**src/rtl/comm_fpga_i2c_pkg.sv**
```systemverilog
// Shared encodings for the commFPGA I2C target.
package comm_fpga_i2c_pkg;

  typedef enum logic [2:0] {
    IDLE     = 3'd0,
    ADDR     = 3'd1,
    ADDR_ACK = 3'd2,
    WR_BYTE  = 3'd3,
    WR_ACK   = 3'd4,
    RD_BYTE  = 3'd5,
    RD_ACK   = 3'd6,
    IGNORE   = 3'd7
  } i2c_state_e;

  localparam logic       ACK            = 1'b0;
  localparam logic       NAK            = 1'b1;
  localparam logic [7:0] UNDERFLOW_FILL = 8'hFF;

endpackage

```
**src/rtl/comm_fpga_i2c_slave_line_filter.sv**
```systemverilog
// Pad synchronizer, consecutive-sample glitch filter and edge pulses for one I2C line.
module i2c_line_filter #(
  parameter int GLITCH_CYCLES = 2
) (
  input  logic clk_in,
  input  logic reset_in,
  input  logic line_in,
  output logic level_out,
  output logic rise_out,
  output logic fall_out
);

  localparam logic [2:0] CNT_LAST = 3'(GLITCH_CYCLES - 1);

  logic [1:0] sync_q, sync_d;
  logic [2:0] cnt_q, cnt_d;
  logic       filt_q, filt_d;
  logic       prev_q, prev_d;

  always_comb begin
    sync_d = {sync_q[0], line_in};
    filt_d = filt_q;
    cnt_d  = '0;
    prev_d = filt_q;
    // a new level must persist for GLITCH_CYCLES samples in a row
    if (sync_q[1] != filt_q) begin
      if (cnt_q == CNT_LAST) filt_d = sync_q[1];
      else                   cnt_d  = cnt_q + 3'd1;
    end
  end

  always_ff @(posedge clk_in or posedge reset_in) begin
    if (reset_in) begin
      sync_q <= 2'b11;
      cnt_q  <= '0;
      filt_q <= 1'b1;
      prev_q <= 1'b1;
    end else begin
      sync_q <= sync_d;
      cnt_q  <= cnt_d;
      filt_q <= filt_d;
      prev_q <= prev_d;
    end
  end

  assign level_out = filt_q;
  assign rise_out  = filt_q & ~prev_q;
  assign fall_out  = ~filt_q & prev_q;

endmodule

```
**src/rtl/comm_fpga_i2c_slave.sv**
```systemverilog
// I2C target answering a 7-bit address; writes go to an RX FIFO, reads come from a FWFT TX FIFO.
module comm_fpga_i2c_slave
  import comm_fpga_i2c_pkg::*;
#(
  parameter int GLITCH_CYCLES = 2
) (
  input  logic       clk_in,
  input  logic       reset_in,
  input  logic       scl_in,
  input  logic       sda_in,
  output logic       sda_oe_out,
  input  logic [6:0] slave_addr_in,
  output logic [7:0] fifo_din_out,
  output logic       fifo_wr_out,
  input  logic       fifo_full_in,
  input  logic [7:0] fifo_dout_in,
  output logic       fifo_rd_out,
  input  logic       fifo_empty_in,
  output logic       busy_out,
  output logic       addressed_out,
  output logic       rw_out,
  output logic       overflow_out,
  output logic       underflow_out
);

  logic scl, scl_rise, scl_fall, sda, sda_rise, sda_fall;

  i2c_line_filter #(.GLITCH_CYCLES(GLITCH_CYCLES)) u_scl_filt (
    .clk_in(clk_in), .reset_in(reset_in), .line_in(scl_in),
    .level_out(scl), .rise_out(scl_rise), .fall_out(scl_fall)
  );

  i2c_line_filter #(.GLITCH_CYCLES(GLITCH_CYCLES)) u_sda_filt (
    .clk_in(clk_in), .reset_in(reset_in), .line_in(sda_in),
    .level_out(sda), .rise_out(sda_rise), .fall_out(sda_fall)
  );

  i2c_state_e state_q, state_d;
  logic [2:0] bit_cnt_q, bit_cnt_d;
  logic [7:0] shift_q, shift_d, tx_shift_q, tx_shift_d, din_q, din_d;
  logic [6:0] addr_q, addr_d;
  logic       phase_q, phase_d, nak_q, nak_d, oe_q, oe_d, wr_q, wr_d, rd_q, rd_d;
  logic       busy_q, busy_d, addressed_q, addressed_d, rw_q, rw_d;
  logic       ovf_q, ovf_d, unf_q, unf_d;
  logic       start_det, stop_det, byte_done, load_tx;
  logic [7:0] rx_byte, tx_next;

  assign start_det = sda_fall & scl;
  assign stop_det  = sda_rise & scl;
  assign rx_byte   = {shift_q[6:0], sda};
  assign byte_done = scl_rise && (bit_cnt_q == 3'd7);
  assign tx_next   = fifo_empty_in ? UNDERFLOW_FILL : fifo_dout_in;

  always_comb begin
    state_d = state_q;   bit_cnt_d = bit_cnt_q; shift_d = shift_q;
    tx_shift_d = tx_shift_q; din_d = din_q;    addr_d = addr_q;
    phase_d = phase_q;   nak_d = nak_q;         oe_d = oe_q;
    busy_d = busy_q;     addressed_d = addressed_q; rw_d = rw_q;
    ovf_d = ovf_q;       unf_d = unf_q;
    wr_d = 1'b0;         rd_d = 1'b0;           load_tx = 1'b0;
    // bus conditions pre-empt any bit-level activity, discarding partial bytes
    if (start_det) begin
      state_d = ADDR; bit_cnt_d = '0; busy_d = 1'b1; oe_d = 1'b0;
      addressed_d = 1'b0; addr_d = slave_addr_in;
    end else if (stop_det) begin
      state_d = IDLE; busy_d = 1'b0; addressed_d = 1'b0; oe_d = 1'b0;
    end else begin
      case (state_q)
        ADDR: if (scl_rise) begin
          shift_d   = rx_byte;
          bit_cnt_d = byte_done ? 3'd0 : bit_cnt_q + 3'd1;
          if (byte_done) begin
            if (rx_byte[7:1] == addr_q) begin
              rw_d = rx_byte[0]; addressed_d = 1'b1; ovf_d = 1'b0; unf_d = 1'b0;
              phase_d = 1'b0; state_d = ADDR_ACK;
            end else begin
              state_d = IGNORE;
            end
          end
        end
        ADDR_ACK: if (scl_fall) begin
          if (!phase_q) begin
            oe_d = 1'b1; phase_d = 1'b1;
          end else if (!rw_q) begin
            oe_d = 1'b0; bit_cnt_d = '0; state_d = WR_BYTE;
          end else begin
            load_tx = 1'b1;
          end
        end
        WR_BYTE: if (scl_rise) begin
          shift_d   = rx_byte;
          bit_cnt_d = byte_done ? 3'd0 : bit_cnt_q + 3'd1;
          if (byte_done) begin
            phase_d = 1'b0; state_d = WR_ACK;
            if (!fifo_full_in) begin
              din_d = rx_byte; wr_d = 1'b1; nak_d = ACK;
            end else begin
              ovf_d = 1'b1; nak_d = NAK;
            end
          end
        end
        WR_ACK: if (scl_fall) begin
          if (!phase_q) begin
            oe_d = (nak_q == ACK); phase_d = 1'b1;
          end else begin
            oe_d = 1'b0; bit_cnt_d = '0; state_d = WR_BYTE;
          end
        end
        // bit 7 went out on entry; seven more falls drive bits 6..0, the eighth releases
        RD_BYTE: if (scl_fall) begin
          if (bit_cnt_q == 3'd7) begin
            oe_d = 1'b0; phase_d = 1'b0; state_d = RD_ACK;
          end else begin
            oe_d = ~tx_shift_q[7]; tx_shift_d = {tx_shift_q[6:0], 1'b1};
            bit_cnt_d = bit_cnt_q + 3'd1;
          end
        end
        RD_ACK: begin
          if (scl_rise && !phase_q) begin
            if (sda == NAK) state_d = IGNORE;
            else            phase_d = 1'b1;
          end else if (scl_fall && phase_q) begin
            load_tx = 1'b1;
          end
        end
        default: ;
      endcase
    end
    if (load_tx) begin
      oe_d = ~tx_next[7]; tx_shift_d = {tx_next[6:0], 1'b1};
      bit_cnt_d = '0; state_d = RD_BYTE;
      if (fifo_empty_in) unf_d = 1'b1;
      else               rd_d  = 1'b1;
    end
  end

  always_ff @(posedge clk_in or posedge reset_in) begin
    if (reset_in) begin
      state_q <= IDLE;  bit_cnt_q <= '0;  shift_q <= '0;  tx_shift_q <= '0;
      din_q <= '0;      addr_q <= '0;     phase_q <= 1'b0; nak_q <= 1'b0;
      oe_q <= 1'b0;     wr_q <= 1'b0;     rd_q <= 1'b0;    busy_q <= 1'b0;
      addressed_q <= 1'b0; rw_q <= 1'b0;  ovf_q <= 1'b0;   unf_q <= 1'b0;
    end else begin
      state_q <= state_d;  bit_cnt_q <= bit_cnt_d;  shift_q <= shift_d;
      tx_shift_q <= tx_shift_d; din_q <= din_d;     addr_q <= addr_d;
      phase_q <= phase_d;  nak_q <= nak_d;          oe_q <= oe_d;
      wr_q <= wr_d;        rd_q <= rd_d;            busy_q <= busy_d;
      addressed_q <= addressed_d; rw_q <= rw_d;     ovf_q <= ovf_d;
      unf_q <= unf_d;
    end
  end

  assign sda_oe_out    = oe_q;
  assign fifo_din_out  = din_q;
  assign fifo_wr_out   = wr_q;
  assign fifo_rd_out   = rd_q;
  assign busy_out      = busy_q;
  assign addressed_out = addressed_q;
  assign rw_out        = rw_q;
  assign overflow_out  = ovf_q;
  assign underflow_out = unf_q;

endmodule

```
**config.mk**
```make
export PLATFORM = sky130hd
export DESIGN_NAME = comm_fpga_i2c_slave
export DESIGN_NICKNAME = d
export VERILOG_FILES = /design/src/rtl/comm_fpga_i2c_pkg.sv /design/src/rtl/comm_fpga_i2c_slave_line_filter.sv /design/src/rtl/comm_fpga_i2c_slave.sv
export SDC_FILE = /design/constraint.sdc
export NUM_CORES = 1
export LEC_CHECK = 0
export CAP_MARGIN = 10
export CORE_MARGIN = 10
export CORE_UTILIZATION = 55
export DETAILED_ROUTE_END_ITERATION = 16
export HOLD_SLACK_MARGIN = 0.03
export PLACE_DENSITY = 0.88
export SLEW_MARGIN = 10
export SYNTH_ARGS = -nofsm -noshare
export SYNTH_HDL_FRONTEND = slang
export SYNTH_SLANG_ARGS = --single-unit
```
**constraint.sdc**
```tcl
create_clock -name clk_in -period 2.1 [get_ports clk_in]
set_input_delay 0.42 -clock clk_in [delete_from_list [all_inputs] [get_ports clk_in]]
set_output_delay 0.42 -clock clk_in [all_outputs]
set_load 0.03 [all_outputs]
```
Yosys cells after proc, flatten, opt, wreduce, memory -nomap -nowiden
Index checks and enable logic that the tools add are counted.
- flip-flop bits (word level): 60
- bits of input ports: 21
- output and inout bits: 16
- add/sub/neg operators: 3
- eq/ne operators: 49
- multiplexer cells: 101
- bitwise gates (word level): 16
- reduce and logical (&&, ||, !) cells: 31
- operators by type and width (operator ; number):
    2-to-1 mux 3 bit ; 33
    inequality test 5 bit, second input constant ; 12
    2-to-1 mux 8 bit ; 7
    2-to-1 mux 1 bit ; 55
    inequality test 4 bit, second input constant ; 7
    inequality test 2 bit, second input constant ; 11
    case mux 3 bit (6 select lines) ; 1
    AND reduction 5 bit ; 3
    AND reduction 14 bit ; 1
    AND reduction 13 bit ; 1
    equality test 3 bit, second input constant ; 4
    case mux 3 bit (4 select lines) ; 1
    AND reduction 6 bit ; 2
    nonzero test 3 bit ; 4
    nonzero test 6 bit ; 2
    NOT 1 bit ; 10
    AND reduction 10 bit ; 1
    adder 3 x 1 -> 3 bit, second input constant ; 3
    equality test 3 x 1 -> 1 bit, second input constant ; 3
    AND reduction 9 bit ; 1
    nonzero test 9 bit ; 1
    AND reduction 4 bit ; 2
    nonzero test 2 bit ; 4
    equality test 7 bit ; 1
    16 further kinds ; 30

Logic depth before layout (Yosys ltp)
Gate-level depths: netlist (run 1).
- word-level depth: 10
- mapped depth: 7
- mapped depth without buffers: 7

Hierarchy
From an unflattened synthesis (run 1), not the netlist that was laid out.
- cell total of the unflattened synthesis: 263
- area, all modules: 2907.8 sq um
- modules (own cells, without submodules) (module ; times used ; cells an instance ; area each (sq um) ; seq. area each (sq um)):
    comm_fpga_i2c_slave ; 1 ; 223 ; 2359.8 ; 1151.1
    i2c_line_filter ; 2 ; 20 ; 274.0 ; 180.2

Least setup slack after synthesis (run 1)
Ideal clock, no wire load.
- path type: register -> register
- start: reg u_scl_filt.filt_q, in the netlist u_scl_filt.level_out
- end: reg bit_cnt_q[0]
- arrival: 1.778 ns
- data required time: 1.972 ns
- path slack: 0.195 ns
- cell stages (with the launch flop): 6
- path buffers: 0
- clock period less this slack: 1.905 ns
- cells stage by stage: dfstp_2 -> and3b_1 -> or3_1 -> and4_4 -> nor3_4 -> mux2_1
- word-level cells in the longest chain between the ends: 10
- elaborated cells between the ends (all ways): 31
- those cells by class: eq/ne (9); mux (12); bitwise (5); reduce/logical (5)
- ends and longest elaborated chain (what ; RTL line ; text):
    start: declaration ; comm_fpga_i2c_slave_line_filter.sv:17 ; logic filt_q, filt_d;
    start signal: assignment ; comm_fpga_i2c_slave_line_filter.sv:41 ; filt_q <= filt_d;
    NOT 1 bit ; comm_fpga_i2c_slave_line_filter.sv:48 ; assign fall_out = ~filt_q & prev_q;
    AND 1 bit ; comm_fpga_i2c_slave_line_filter.sv:48 ;
    logical AND 1 bit ; comm_fpga_i2c_slave.sv:122 ; end else if (scl_fall && phase_q) begin
    2-to-1 mux 1 bit ; comm_fpga_i2c_slave.sv:122 ;
    2-to-1 mux 1 bit ; comm_fpga_i2c_slave.sv:119 ; if (scl_rise && !phase_q) begin
    case mux 1 bit (2 select lines) ; comm_fpga_i2c_slave.sv:68 ; case (state_q)
    2-to-1 mux 1 bit ; comm_fpga_i2c_slave.sv:65 ; end else if (stop_det) begin
    2-to-1 mux 1 bit ; comm_fpga_i2c_slave.sv:62 ; if (start_det) begin
    inequality test 4 bit (no source line) (tied with other cells) ; - ;
    AND reduction 10 bit (no source line) ; - ;
    end signal: assignment ; comm_fpga_i2c_slave.sv:144 ; state_q <= state_d; bit_cnt_q <= bit_cnt_d; shift_q <= shift_d;
    end: declaration ; comm_fpga_i2c_slave.sv:39 ; logic [2:0] bit_cnt_q, bit_cnt_d;
Parallel ways exist; a longest one is shown, timed or not. The select of a mux whose other input is x is not followed.
A chain may end at the register's enable or synchronous reset.

Worst setup path after layout (run 1)
Ends and elaborated chain as after synthesis.

==> metrics.yaml, run 1 <==
grt_pass1_vias: 2352
dr_total_vias: 2173
p_switching_mw: 1.93
synth_warnings: 0
antenna_found_initial: 0
r2r_cells: 5
layout-drive-gt1-share_pct: 24.0
grt_use_total_pct: 15.6
nets: 335
wirelength_um: 6220
rsz0062_at_grt: "no"
ys.flop_type: "dfrtp_1"
coreArea_um2: 5070
drtAntennaViolNets: 0
intPower_mw: 3.13
vdd_drop_max_mv: 0.877
finClkSkew_ns: 0.0137
drv_slew: 0
yosysSeqAreaShare_pct: 52.8
wire_per_inst_um: 16.1
hold_violations: 0
yosysUniqueCellTypes: 55
clk_latency_ns: 0.35
synth_top_area_cell: "dfrtp_1"
first_iter_violations: 126
synthCells: 257
min_to: "u_scl_filt.sync_q[1]$_DFF_PP1_"
numCtsBuffers: 9
n_fill_cell: 375
pwr-share-comb_pct: 41.8
grt_first_pass_wirelength_um: 10700
reg2reg_to: "bit_cnt_q[0]$_DFFE_PP0P_"
multi_input_area_um2: 1270
synthesis.nets: 280
synth.top_cells.by_area: "dfrtp_1, mux2_2, dfstp_2"
dp_slack_ns: 0.0866
synth-seq-cells: 60
fin_area_um2: 3620
min_from: "u_scl_filt.sync_q[0]$_DFF_PP1_"
worstSetupPathType: "reg -> reg"
gp_congestion: 0.959
setup_viol: 0
reg2reg_from: "u_scl_filt.level_out$_DFFE_PP1P_"
min_period_ns: 2.03
cp.required_ns: 2.32
clk_pin_slew_ns: 0.07
maxCapViolations: 0
diodes: 0
setup_tns_ns: 0
grt_max_degree: 61
syn_area_um2: 2860
cp_slowest_cell: "dfstp_2"
synth_commonest_cells: "dfrtp_1, nand2_1, mux2_2"
placed_cell_area_um2: 3420
drcViolationCount: 0
slew_headroom_pct: 69.5
leakage_nw: 1.61
clockRootBuffer: "clkbuf_8"
die_area_um2: 8490
max_freq_mhz: 494
rows: 26
synth.avg_cell_area_um2: 11.1
post-synth-top-count-cell: "dfrtp_1"
whs_path_depth: 0
io_buffers: 36
power_frac_clock_pct: 20.4
cp_cell_sequence: "and3b_1 -> or3_1 -> and4_4 -> nor3_4 -> mux2_1"
crit_fanout: 7
cts_tree: "done"
via_per_inst: 5.61
areaGrowthSynthToFinish_pct: 26.5
status: "finished, final reports clean"
num_io_pins: 37
place_inst: 371
pwr-share-seq_pct: 37.8
critPathLaunchType: "flip-flop"
die_w_um: 92.1
max_stage_delay_ns: 0.59
initial_core_util_pct: 56.4
die_h_um: 92.1
ff2ff_setup_slack_ns: 0.07
switching_share_pct: 38.2
endpoint_kind: "flip-flop"
hold_class: "reg -> reg"
regArea_um2: 1510
first_pass_iters: 5
yosysTopAreaCellShare_pct: 45.5
worst_slack_ns: 0.0740
final_core_util_pct: 71.3
arrival_ns: 2.25
power.density_nw_per_um2: 1400
synth_edf_count: 0
dpl.hpwl_um: 4590
clk_path_buf_depth: 2
instances_no_fill: 387
worst_pin_slew_ns: 0.457
cts_max_level: 3
clock_sinks: 60
async_flop_share_pct: 100
post-route-period-util_pct: 96.5
grt-ovfl-total: 0
## timing repair
item,in CTS,in global routing
resized for setup,0,1
hold buffers,0,0
setup endpoints to repair,0,1
setup buffers,0,0
## worst max-delay path: cells and delay by family (launching register included)
kind             cells  cell delay [ns]
and+or+nand+nor      4             0.99
DFF                  1             0.59
muxes                1             0.34
## kinds of logic after synthesis
family | synth area share, %
simple gates | 18.2
compound gates | 9.10
xor+xnor | 4.24
buf+inv | 2.58
fa+ha+maj | 0.875
flops | 52.8
mux | 12.2
## layout make-up
class                   count  area share, %
flip-flops and latches     60           41.8
well taps                  70           2.42
repair buffers             54           14.4
inverters                   6          0.623
clock buffers               9           3.42
multi-input cells         181           35.2
clock inverters             7           2.08
## stage by stage
step,total power [mW],hold slack (ns)
after detailed placement,4.03,0.349
final,5.06,0.351
after floorplan,3.37,0.345
after CTS,5.08,0.357
after global placement,3.92,0.346
after global routing,5.40,0.361
## cell usage in the layout, fill, tap and decap left out, drive strengths merged, types with 2 or more instances in the layout
cell type / count
nand3: 6
clkdlybuf4s50: 36
o32a: 2
xnor2: 7
o21ai: 4
o21bai: 2
nand4b: 2
clkbuf: 9
xor2: 6
or3: 3
nor3: 12
nor2b: 5
ha: 2
a21oi: 11
nand4: 3
nor2: 15
inv: 8
dfrtp: 52
dfstp: 8
clkinv: 4
mux2i: 9
nor4: 2
and3: 2
nand2b: 4
buf: 18
mux2: 23
a31oi: 3
nand2: 38
## metal layers
metal	routed length [um]	share of wire, %	track usage, %
met5	0	0	0
met4	153	2.5	8.87
met3	331	5.3	4.56
met2	3070	49	25.9
met1	2660	43	17.6
## sequential cells by signal, summed over array words and instances (netlist names), 2 cells and up
name,flops
fifo_din_out,8
addr_q,7
u_sda_filt.cnt_q,3
u_sda_filt.sync_q,2
u_scl_filt.sync_q,2
shift_q,7
tx_shift_q,8
u_scl_filt.cnt_q,3
state_q,3
bit_cnt_q,3
## power groups by stage
| stage | sequential [mW] | combinational (mW) | clock, mW |
|---|---|---|---|
| global placement | 1.89 | 2.03 | 0 |
| floorplan | 1.86 | 1.52 | 0 |
| finish | 1.91 | 2.12 | 1.03 |
| global route | 1.96 | 2.34 | 1.10 |
| CTS | 1.90 | 2.12 | 1.05 |
| detailed placement | 1.92 | 2.11 | 0 |
## worst max-delay path by stage
| stage | start | endpoint | slack (ns) | depth (start not counted) |
|---|---|---|---|---|
| after floorplan | u_scl_filt.level_out$_DFFE_PP1P_ | bit_cnt_q[0]$_DFFE_PP0P_ | 0.19 | 5 |
| after detailed placement | state_q[2]$_DFFE_PP0P_ | bit_cnt_q[0]$_DFFE_PP0P_ | 0.09 | 5 |
| final | u_scl_filt.level_out$_DFFE_PP1P_ | bit_cnt_q[0]$_DFFE_PP0P_ | 0.07 | 5 |
| after global routing | u_scl_filt.level_out$_DFFE_PP1P_ | bit_cnt_q[0]$_DFFE_PP0P_ | 0.005 | 5 |
| after global placement | u_scl_filt.level_out$_DFFE_PP1P_ | bit_cnt_q[0]$_DFFE_PP0P_ | 0.13 | 5 |
| after CTS | state_q[2]$_DFFE_PP0P_ | bit_cnt_q[0]$_DFFE_PP0P_ | 0.08 | 5 |
(Power assumes the default switching activity.)
==> run 2: changes to the inputs <==
Settings changed: PLACE_DENSITY 0.88 to 0.87.
==> metrics.yaml, run 2 (synthesis results as in run 1) <==
worstSetupPathType: "reg -> reg"
areaGrowthSynthToFinish_pct: 25.7
crit_fanout: 14
clockRootBuffer: "clkbuf_8"
endpoint_kind: "flip-flop"
drcViolationCount: 0
hold_violations: 0
grt_pass1_vias: 2215
clk_latency_ns: 0.33
grt_first_pass_wirelength_um: 10900
cts_hold_buf: 0
dr_total_vias: 2136
dp_slack_ns: 0.122
clock_sinks: 60
initial_core_util_pct: 56.4
ff2ff_setup_slack_ns: 0.1
critPathLaunchType: "flip-flop"
worst_pin_slew_ns: 0.478
min_to: "u_scl_filt.sync_q[1]$_DFF_PP1_"
setup_viol: 0
rows: 26
wire_per_inst_um: 16.8
finalPower_mw: 4.94
r2r_cells: 5
arrival_ns: 2.22
final_core_util_pct: 70.8
die_area_um2: 8490
num_io_pins: 37
post-route-period-util_pct: 95.3
grt_use_total_pct: 15.9
coreArea_um2: 5070
min_from: "u_scl_filt.sync_q[0]$_DFF_PP1_"
max_freq_mhz: 500
power.density_nw_per_um2: 1370
most-common-layout-cells: "dfrtp_1, nand2_1, clkdlybuf4s50_1"
layout-drive-gt1-share_pct: 23.3
drv_slew: 0
gp_congestion: 0.960
reg2reg_from: "state_q[2]$_DFFE_PP0P_"
wirelength_um: 6500
first_iter_violations: 199
diodes: 0
min_period_ns: 2.00
clk_pin_slew_ns: 0.07
cp.required_ns: 2.31
cts_max_level: 3
layout_commonest_cell: "dfrtp_1"
via_per_inst: 5.51
finClkSkew_ns: 0.00884
setup_tns_ns: 0
cts_setup_buffers: 0
die_h_um: 92.1
n_fill_cell: 388
status: "finished, final reports clean"
cts_resized: 0
antenna_found_initial: 0
dpl.hpwl_um: 4810
rsz0062_at_grt: "no"
leakage_nw: 1.59
clk_path_buf_depth: 2
nets: 336
maxCapViolations: 0
io_buffers: 36
slew_headroom_pct: 68.0
first_pass_iters: 4
drtAntennaViolNets: 0
vdd_drop_max_mv: 0.787
reg2reg_to: "bit_cnt_q[0]$_DFFE_PP0P_"
cts_tree: "done"
worst_slack_ns: 0.0988
whs_path_depth: 0
grt_max_degree: 61
grt-ovfl-total: 0
die_w_um: 92.1
numCtsBuffers: 9
hold_class: "reg -> reg"
## run 2: cell types whose count changed in the layout (fill, tap and decap cells not counted), sizes merged
| cell | delta |
|---|---|
| bufinv | -1 |
| clkinvlp | +2 |
| clkbuf | +3 |
| buf | +1 |
| clkinv | -2 |
| inv | -2 |
## run 2: power by group
part / switching, mW / internal (mW) / total [mW]
clock: 0.434 / 0.456 / 0.891
combinational: 1.11 / 1.04 / 2.15
sequential: 0.360 / 1.53 / 1.89
total: 1.91 / 3.03 / 4.94
## run 2: area by class of cell
type	count	area, um2	area share (%)
timing repair buffer	55	528	14.7
clock buffer	12	145	4.04
multi-input combinational	181	1270	35.5
clock inverter	4	25.0	0.696
tap	70	87.6	2.44
inverter	6	22.5	0.627
sequential	60	1510	42.0
## run 2: per-stage QoR
stage | hold slack (ns) | cell area (um2) | instances
after global placement | 0.346 | 3420 | 372
after floorplan | 0.345 | 2860 | 257
after CTS | 0.351 | 3590 | 388
final | 0.350 | 3590 | 388
after global routing | 0.363 | 3590 | 388
after detailed placement | 0.348 | 3420 | 372
## run 2: metal layers
| metal | up-vias | part of all wire (%) | global-route usage (%) |
|---|---|---|---|
| met4 | 0 | 1.1 | 6.94 |
| met5 | - | 0 | 0 |
| met3 | 7 | 3.8 | 3.75 |
| met1 | 1070 | 43 | 19.3 |
| li1 | 1024 | - | - |
| met2 | 35 | 52 | 26.4 |
## run 2: critical path: stages (launching register included)
cell and delay (ns):
dfrtp_1 0.62, xnor2_1 0.17, or3_1 0.32, and4_4 0.22
nor3_4 0.22, mux2_1 0.34
## run 2: worst max path at each step
| stage | cells past startpoint | end | start |
|---|---|---|---|
| global route | 5 | bit_cnt_q[0]$_DFFE_PP0P_ | state_q[2]$_DFFE_PP0P_ |
| finish | 5 | bit_cnt_q[0]$_DFFE_PP0P_ | state_q[2]$_DFFE_PP0P_ |
| detailed placement | 5 | bit_cnt_q[0]$_DFFE_PP0P_ | state_q[2]$_DFFE_PP0P_ |
| CTS | 5 | bit_cnt_q[0]$_DFFE_PP0P_ | state_q[2]$_DFFE_PP0P_ |
| floorplan | 5 | bit_cnt_q[0]$_DFFE_PP0P_ | u_scl_filt.level_out$_DFFE_PP1P_ |
| global placement | 6 | bit_cnt_q[0]$_DFFE_PP0P_ | state_q[1]$_DFFE_PP0P_ |
==> run 3: changes to the inputs <==
Settings changed: CAP_MARGIN 10 to 40.
==> results of run 3 <==
Same layout as run 2: the final DEF is identical, and so are final timing and power.
